## config.mk

```make
export PLATFORM = sky130hd
export DESIGN_NAME = neural_seq
export DESIGN_NICKNAME = d
export VERILOG_FILES = /design/src/rtl/neural_pkg.sv /design/src/rtl/neural_seq_addr_gen.sv /design/src/rtl/neural_seq.sv
export SDC_FILE = /design/constraint.sdc
export NUM_CORES = 1
export LEC_CHECK = 0
export CORE_ASPECT_RATIO = 0.5
export CORE_MARGIN = 2
export CORE_UTILIZATION = 54
export CTS_BUF_LIST = sky130_fd_sc_hd__clkbuf_4 sky130_fd_sc_hd__clkbuf_8
export DETAILED_ROUTE_END_ITERATION = 16
export GPL_TIMING_DRIVEN = 0
export PLACE_DENSITY = 0.87
export SLEW_MARGIN = 20
export SYNTH_ARGS = -nofsm -noshare
export SYNTH_HDL_FRONTEND = slang
export SYNTH_SLANG_ARGS = --single-unit
```

## constraint.sdc

```tcl
create_clock -name clk -period 3.02 [get_ports clk]
set_clock_uncertainty 0.05 [all_clocks]
set_input_delay 0.604 -clock clk [delete_from_list [all_inputs] [get_ports clk]]
set_output_delay 0.604 -clock clk [all_outputs]
set_load 0.01 [all_outputs]
```

## src/rtl/neural_pkg.sv

```systemverilog
// Shared types and helpers for the neuron sequencer.
// Optional feature macro: NEURAL_SEQ_BIAS_EN (adds the bias step to every neuron).
package neural_pkg;

    localparam int unsigned DW    = 8;
    localparam int unsigned LANES = 20;

    typedef enum logic [1:0] {
        IDLE  = 2'd0,
        ISSUE = 2'd1,
        DRAIN = 2'd2,
        DONE  = 2'd3
    } seq_state_t;

    // Bit width able to hold 0..n-1; never narrower than one bit.
    function automatic int unsigned w_of(input int unsigned n);
        return (n <= 1) ? 1 : $clog2(n);
    endfunction

    // Read steps per neuron: regular chunks, plus the bias step when enabled.
    function automatic int unsigned steps_of(input int unsigned num_chunks);
`ifdef NEURAL_SEQ_BIAS_EN
        return num_chunks + 1;
`else
        return num_chunks;
`endif
    endfunction

endpackage

```

## src/rtl/neural_seq_addr_gen.sv

```systemverilog
// Chunk/neuron counter pair for the neuron sequencer.
// Step count per neuron depends on NEURAL_SEQ_BIAS_EN through neural_pkg::steps_of.
module neural_seq_addr_gen #(
    parameter int NUM_CHUNKS  = 4,
    parameter int NUM_NEURONS = 8
) (
    input  logic                                                              clk,
    input  logic                                                              rst,
    input  logic                                                              clear,
    input  logic                                                              step,
    output logic [neural_pkg::w_of(neural_pkg::steps_of(NUM_CHUNKS))-1:0]     c,
    output logic [neural_pkg::w_of(NUM_NEURONS)-1:0]                          j,
    output logic [neural_pkg::w_of(NUM_NEURONS*neural_pkg::steps_of(NUM_CHUNKS))-1:0] w,
    output logic                                                              last_chunk,
    output logic                                                              last_neuron
);
    import neural_pkg::*;

    localparam int unsigned S  = steps_of(NUM_CHUNKS);
    localparam int unsigned CW = w_of(S);
    localparam int unsigned JW = w_of(NUM_NEURONS);

    assign last_chunk  = (c == CW'(S - 1));
    assign last_neuron = (j == JW'(NUM_NEURONS - 1));

    // Weight address j*S+c advances by one per step, so it is kept as a plain
    // linear counter instead of being multiplied out.
    always_ff @(posedge clk) begin
        if (rst || clear) begin
            c <= '0;
            j <= '0;
            w <= '0;
        end else if (step) begin
            if (last_chunk) begin
                c <= '0;
                if (last_neuron) begin
                    j <= '0;
                    w <= '0;
                end else begin
                    j <= j + 1'b1;
                    w <= w + 1'b1;
                end
            end else begin
                c <= c + 1'b1;
                w <= w + 1'b1;
            end
        end
    end

endmodule

```

## src/rtl/neural_seq.sv

```systemverilog
// Layer sequencer for the 20-lane MAC neuron: issues ROM reads, aligns the
// neuron controls with returning data and streams out finished sums.
// Optional feature macro: NEURAL_SEQ_BIAS_EN (bias step per neuron, drives n_isbias).
module neural_seq #(
    parameter int NUM_CHUNKS  = 4,
    parameter int NUM_NEURONS = 8,
    parameter int DW          = neural_pkg::DW
) (
    input  logic                                                                      clk,
    input  logic                                                                      rst,
    input  logic                                                                      start,
    output logic                                                                      busy,
    output logic                                                                      done,
    output logic                                                                      mem_rd,
    output logic [neural_pkg::w_of(neural_pkg::steps_of(NUM_CHUNKS))-1:0]             in_addr,
    output logic [neural_pkg::w_of(NUM_NEURONS*neural_pkg::steps_of(NUM_CHUNKS))-1:0] w_addr,
    output logic                                                                      n_zero,
    output logic                                                                      n_isbias,
    output logic [DW-1:0]                                                             n_last_data,
    input  logic [DW-1:0]                                                             n_out,
    output logic                                                                      res_valid,
    output logic [DW-1:0]                                                             res_data,
    output logic [neural_pkg::w_of(NUM_NEURONS)-1:0]                                  res_idx
);
    import neural_pkg::*;

    localparam int unsigned S  = steps_of(NUM_CHUNKS);
    localparam int unsigned CW = w_of(S);
    localparam int unsigned JW = w_of(NUM_NEURONS);
    localparam int unsigned WW = w_of(NUM_NEURONS * S);

    seq_state_t state_q, state_d;

    logic          step, clear;
    logic [CW-1:0] c;
    logic [JW-1:0] j;
    logic [WW-1:0] w;
    logic          last_chunk, last_neuron;

    // Issue-stage tags travelling alongside each read
    logic          iss_first, iss_last;
    logic [JW-1:0] iss_j;
    // Data-stage tags
    logic          dat_valid, dat_last;
    logic [JW-1:0] dat_j;
    logic [DW-1:0] res_hold;

    neural_seq_addr_gen #(
        .NUM_CHUNKS (NUM_CHUNKS),
        .NUM_NEURONS(NUM_NEURONS)
    ) u_addr_gen (
        .clk        (clk),
        .rst        (rst),
        .clear      (clear),
        .step       (step),
        .c          (c),
        .j          (j),
        .w          (w),
        .last_chunk (last_chunk),
        .last_neuron(last_neuron)
    );

    assign busy = (state_q != IDLE);
    assign done = (state_q == DONE);

    // Next-state logic and counter control
    always_comb begin
        state_d = state_q;
        step    = 1'b0;
        clear   = 1'b0;
        case (state_q)
            IDLE: begin
                clear = 1'b1;
                if (start) state_d = ISSUE;
            end
            ISSUE: begin
                step = 1'b1;
                if (last_chunk && last_neuron) state_d = DRAIN;
            end
            DRAIN: begin
                if (res_valid && (res_idx == JW'(NUM_NEURONS - 1))) state_d = DONE;
            end
            DONE:    state_d = IDLE;
            default: state_d = IDLE;
        endcase
    end

    // State register
    always_ff @(posedge clk) begin
        if (rst) state_q <= IDLE;
        else     state_q <= state_d;
    end

    // Issue stage: read strobe, addresses and step tags for the data cycle
    always_ff @(posedge clk) begin
        if (rst) begin
            mem_rd    <= 1'b0;
            in_addr   <= '0;
            w_addr    <= '0;
            iss_first <= 1'b0;
            iss_last  <= 1'b0;
            iss_j     <= '0;
        end else begin
            mem_rd    <= (state_q == ISSUE);
            in_addr   <= c;
            w_addr    <= w;
            iss_first <= (c == '0);
            iss_last  <= last_chunk;
            iss_j     <= j;
        end
    end

    // Data stage: neuron controls line up with the ROM data returning this cycle
    always_ff @(posedge clk) begin
        if (rst) begin
            n_zero    <= 1'b0;
            dat_valid <= 1'b0;
            dat_last  <= 1'b0;
            dat_j     <= '0;
        end else begin
            n_zero    <= mem_rd && iss_first;
            dat_valid <= mem_rd;
            dat_last  <= mem_rd && iss_last;
            dat_j     <= iss_j;
        end
    end

`ifdef NEURAL_SEQ_BIAS_EN
    logic iss_bias;

    // Bias-step tag and its aligned neuron control
    always_ff @(posedge clk) begin
        if (rst) begin
            iss_bias <= 1'b0;
            n_isbias <= 1'b0;
        end else begin
            iss_bias <= (c == CW'(NUM_CHUNKS));
            n_isbias <= mem_rd && iss_bias;
        end
    end
`else
    assign n_isbias = 1'b0;
`endif

    assign n_last_data = dat_valid ? n_out : '0;

    // Result capture: valid the cycle after the final data cycle of a neuron
    always_ff @(posedge clk) begin
        if (rst) begin
            res_valid <= 1'b0;
            res_idx   <= '0;
            res_hold  <= '0;
        end else begin
            res_valid <= dat_last;
            if (dat_last)  res_idx  <= dat_j;
            if (res_valid) res_hold <= n_out;
        end
    end

    // The neuron's registered sum only appears in the result cycle itself, so
    // that cycle forwards n_out directly and the holding register keeps it after.
    assign res_data = res_valid ? n_out : res_hold;

endmodule

```

=== Word level (Yosys, flattened, before mapping) ===
Cells that the tools add are included.

* Register bits after elaboration: 43
* Latch bits: 0
* Memory bits (writable): 0
* Bits in read-only memories: 0
* Input bits: 11
* Output and inout port bits: 32
* Word-level logic and storage cells: 51
* Memories kept: 0

* $add $sub $neg: 3
* Multipliers: 0
* Div/mod/pow operators: 0
* Order comparisons: 0
* Equality and inequality tests: 9
* Shift operators: 0
* Multiplexer cells: 12
* Bitwise logic cells: 0
* Reductions and logical operators: 10

{| class="wikitable"
|+ Operators by type and width
! cell !! number
|-
| 8-bit 2-to-1 mux || 2
|-
| 5-bit 2-to-1 mux || 2
|-
| 2-bit 2-to-1 mux || 4
|-
| 2-bit case mux with 4 select lines || 1
|-
| 2-bit equality test (second input constant) || 3
|-
| 3-bit equality test (second input constant) || 2
|-
| 2-bit inequality test (second input constant) || 3
|-
| 5-bit by 1-bit adder with 5-bit output (second input constant) || 1
|-
| 1-bit logical AND || 4
|-
| 2-bit zero test || 2
|-
| 3-bit by 1-bit adder with 3-bit output (second input constant) || 1
|-
| 3-bit 2-to-1 mux || 1
|-
| 3-bit AND reduction || 1
|-
| 2-bit by 1-bit adder with 2-bit output (second input constant) || 1
|-
| 2-bit by 1-bit equality test with 1-bit output (second input constant) || 1
|-
| 1-bit 2-to-1 mux || 2
|-
| 2-bit AND reduction || 1
|-
| 2-bit nonzero test || 1
|-
| 1-bit logical OR || 1
|}

=== Depth between registers and ports, before layout ===
* Depth in word-level cells: 4
* Depth in mapped cells: 6
* Depth with buffers taken out: 5

=== By module ===
Synthesis repeated with hierarchy kept, for this count alone.

* Cells, all modules: 152
* Area, all modules: 1621.6 µm²

{| class="wikitable"
|+ Modules (own cells, without submodules)
! module !! times used !! cells an instance !! area each (µm²) !! seq. area each (µm²)
|-
| neural_seq || 1 || 105 || 1174.9 || 660.6
|-
| neural_seq_addr_gen || 1 || 47 || 446.7 || 200.2
|}

=== Least setup slack after synthesis ===
OpenSTA, ideal clock, no wires.

* Path kind: in2out
* Start: input port n_out[0]
* End: output port res_data[0]
* Arrival time: 885 ps
* Required time: 2366 ps
* Setup slack: 1481 ps
* Stages on the path: 1
* Path buffers: 0
* Path through: mux2_2

* Longest elaborated chain between the ends: 1

{| class="wikitable"
|+ Ends and longest elaborated chain
! element !! RTL line !! source
|-
| start, declared || neural_seq.sv:20 || <nowiki>input logic [DW-1:0] n_out,</nowiki>
|-
| 8-bit 2-to-1 mux || -- ||
|-
| end, declared || neural_seq.sv:22 || <nowiki>output logic [DW-1:0] res_data,</nowiki>
|}

Every way passes these cells.

=== Worst setup path after layout ===
* Start: input port n_out[1]
* End: output port res_data[1]

Same word-level chain as after synthesis.

==> flow_summary.rst <==
.. list-table::
   :header-rows: 1

   * - Metric
     - Value
   * - Synthesized instance count
     - 158
   * - Final weighted congestion in routability-driven placement
     - 0.767
   * - Xor and xnor fraction of the mapped netlist area
     - 1.58%
   * - Syn Nets
     - 179
   * - Final worst path period share
     - 81.2%
   * - Sequential standard cell area
     - 861 um2
   * - Number of setup buffers added after CTS
     - 0
   * - Power density normalized to cell area
     - 643 nW/um2
   * - Detail Placement HPWL
     - 2190 um
   * - Share of the synthesized area in compound gates (AO/OA/AOI/OAI)
     - 3.31%
   * - Total Nets Final
     - 227
   * - Mux cell area share after synthesis
     - 10.2%
   * - Fillcell total
     - 195
   * - Total standard cell area after synthesis
     - 1660 um2
   * - Share of layout cells above drive strength 1
     - 11.6%
   * - Multi-input combinational cell area
     - 732 um2
   * - Antenna violations before repair
     - 0
   * - Total inserted antenna cells
     - 0
   * - Port Buffer Count
     - 41
   * - RSZ-0062 raised after global routing
     - no
   * - Maximum fanout count along the critical path
     - 2
   * - Maximum level of the CTS H-tree
     - 2
   * - Root Buffer Master
     - clkbuf_8
   * - Vias
     - 1168
   * - Routed len/inst
     - 12.4 um
   * - Beginning of the worst register-to-register path
     - state_q[0]$_SDFFE_PP0P_
   * - Grt total ovfl
     - 0
   * - Crit path arrival time
     - 1800 ps
   * - Clock latency of the later-clocked register in the worst-skew pair
     - 290 ps
   * - Number of placement rows
     - 14
   * - Critical Path RT
     - 2370 ps
   * - Final setup fails
     - 0
   * - Max frequency
     - 0.408 GHz
   * - Number of violations of the max-capacitance limit
     - 0
   * - Leak Pwr
     - 0.898 nW
   * - Total detailed-routing wirelength
     - 3070 um
   * - Die outline height
     - 43.2 um
   * - Worst Setup Start Kind
     - input port
   * - CTS buffer count
     - 5
   * - Shortest period the worst path allows
     - 2450 ps
   * - Drt via density
     - 4.73
   * - Maximum ir drop on the vdd rail
     - 0.324 mV
   * - Remaining antenna violation count
     - 0
   * - Resized cells post-CTS
     - 0
   * - Pin count of the biggest net entering global routing
     - 14
   * - Warnings, synthesis
     - 0
   * - Total I/O pin count
     - 43
   * - Hold Path Origin
     - iss_last$_SDFF_PP0_
   * - Final-report max-slew violation count
     - 0
   * - Element type at the critical path end
     - primary output
   * - Run status
     - finished, final reports clean
   * - Sequential-to-total area share from yosys stat
     - 51.8%
   * - Mean cell area of the mapped netlist
     - 10.5 um2
   * - # hold bufs at CTS
     - 0
   * - Placeable core region
     - 2960 um2
   * - Dominant combinational cell family by area after synthesis
     - simple AND/OR/NAND/NOR gates
   * - Start-to-end type of the worst setup path
     - input port to primary output
   * - Clock tree from TritonCTS
     - done
   * - Total die area
     - 3570 um2
   * - Synthesized-area fraction occupied by adder cells
     - 7.52%
   * - Clock transition at the register clock pins on the worst setup and hold paths after CTS
     - 80 ps
   * - Via count of the first global-routing pass
     - 1103
   * - Max Buffers Root-to-Sink
     - 2
   * - Post-Synth Simple-Gate Area
     - 21.1%
   * - Final hold viol count
     - 0
   * - Count of TritonRoute iterations in the first routing pass
     - 4
   * - Overall Global Routing Usage
     - 18.9%
   * - Layout overhead on the synthesized area
     - 35.9%
   * - Source of the critical timing path
     - n_out[1]
   * - Starting density of the core
     - 56.2%
   * - Total Neg Setup Slack
     - 0 ps
   * - Horiz. Die Dim
     - 82.5 um
   * - Worst min-delay path category
     - register to register
   * - #FFs+latches synth
     - 43
   * - Iteration-0 DRC Markers
     - 23
   * - Distinct cell type count of the synthesized netlist
     - 25
   * - Hold slack final
     - 377 ps
   * - First-pass GRT wire length
     - 4870 um
   * - Clk sink count
     - 43
   * - Residual DRC
     - 0
-- placed cells by master, fill, tap and decap left out, types with 2 or more instances in the layout --
cell / netlist / final
dfxtp_1: 43 / 43
clkdlybuf4s50_1: 0 / 41
nor2b_1: 25 / 25
nor2_1: 14 / 14
and2_1: 10 / 10
ha_1: 10 / 10
mux2_2: 8 / 8
mux2i_1: 8 / 8
inv_1: 5 / 5
clkbuf_8: 0 / 5
nand2_1: 4 / 4
a21oi_1: 4 / 4
xor2_1: 3 / 3
nand2b_1: 3 / 3
nand3_1: 3 / 3
clkbuf_1: 3 / 3
nand4_1: 3 / 3
buf_6: 2 / 2
buf_2: 2 / 2
bufinv_16: 0 / 2
-- area by class of cell --
class / count / area share [%]
plain buffers: 8 / 2.27
clock buffers: 6 / 3.38
clock inverters: 2 / 2.66
inverters: 5 / 0.831
multi-input cells: 102 / 32.4
flip-flops and latches: 43 / 38.1
well taps: 40 / 2.21
repair buffers: 41 / 18.2
-- critical path: stages --
cell and delay (ps):
clkdlybuf4s50_1 420, mux2_2 290, clkdlybuf4s50_1 480
-- power by group --
group | internal, W | switching, W
combinational | 0.000151 | 0.000151
sequential | 0.000597 | 0.0000256
clock | 0.000339 | 0.000188
-- flip-flops by register name (all words and copies together), names as in the netlist, 2 cells and up --
signal,count
iss_j,3
dat_j,3
in_addr,2
state_q,2
res_hold,8
u_addr_gen.j,3
u_addr_gen.c,2
res_idx,3
w_addr,5
u_addr_gen.w,5
-- layer usage --
metal / track usage [%] / up-vias / share of wire, %
li1: - / 604 / -
met1: 20.4 / 529 / 44
met2: 33.7 / 31 / 49
met3: 6.60 / 4 / 6.2
met4: 7.67 / 0 / 1.1
met5: 0 / - / 0
-- worst paths after layout --
path                                                      to  cells after the start  slack [ps]
worst max-delay path                             res_data[1]                      3         570
worst min-delay path                     dat_last$_SDFF_PP0_                      1         380
worst max register to register  u_addr_gen.w[3]$_SDFFE_PP0P_                      6        1370
worst min register to register           dat_last$_SDFF_PP0_                      1         380
-- per-stage QoR --
stage / power [W] / instances / utilization [%] / area [um2] / setup slack (ps)
finish: 0.00145 / 247 / 76.3 / 2260 / 568
global route: 0.00152 / 247 / 76.3 / 2260 / 541
CTS: 0.00146 / 247 / 76.3 / 2260 / 560
floorplan: 0.000818 / 158 / - / 1660 / 1480
detailed placement: 0.000935 / 239 / 71.7 / 2120 / 564
global placement: 0.000915 / 239 / 71.7 / 2120 / 595
-- logic make-up (layout without fill, tap and decap cells) --
group | after synthesis | in the layout
AO/OA/AOI/OAI | 8 | 8
XOR/XNOR | 3 | 3
flip-flops | 43 | 43
buffers and inverters | 13 | 62
AND/OR/NAND/NOR | 64 | 64
multiplexers | 16 | 16
adder cells (fa/ha/maj) | 10 | 10
other | 1 | 1
-- Yosys cell counts, drive strengths merged --
master    n  share of area, %
mux2i     8               4.8
nand4     3               1.1
or2       1              0.38
dfxtp    43                52
nand3     3              0.90
clkbuf    3              0.68
and2     10               3.8
nor2     14               3.2
a211oi    1              0.45
mux2      8               5.4
xor2      3               1.6
nor2b    25               9.4
inv       5               1.1
a2111oi   1              0.53
nand2     5               1.3
a31o      1              0.53
buf       5               2.4
a21oi     4               1.2
a221o     1              0.60
ha       10               7.5
conb      1              0.23
nand2b    3               1.1
Power figures use the tool's default switching activity.
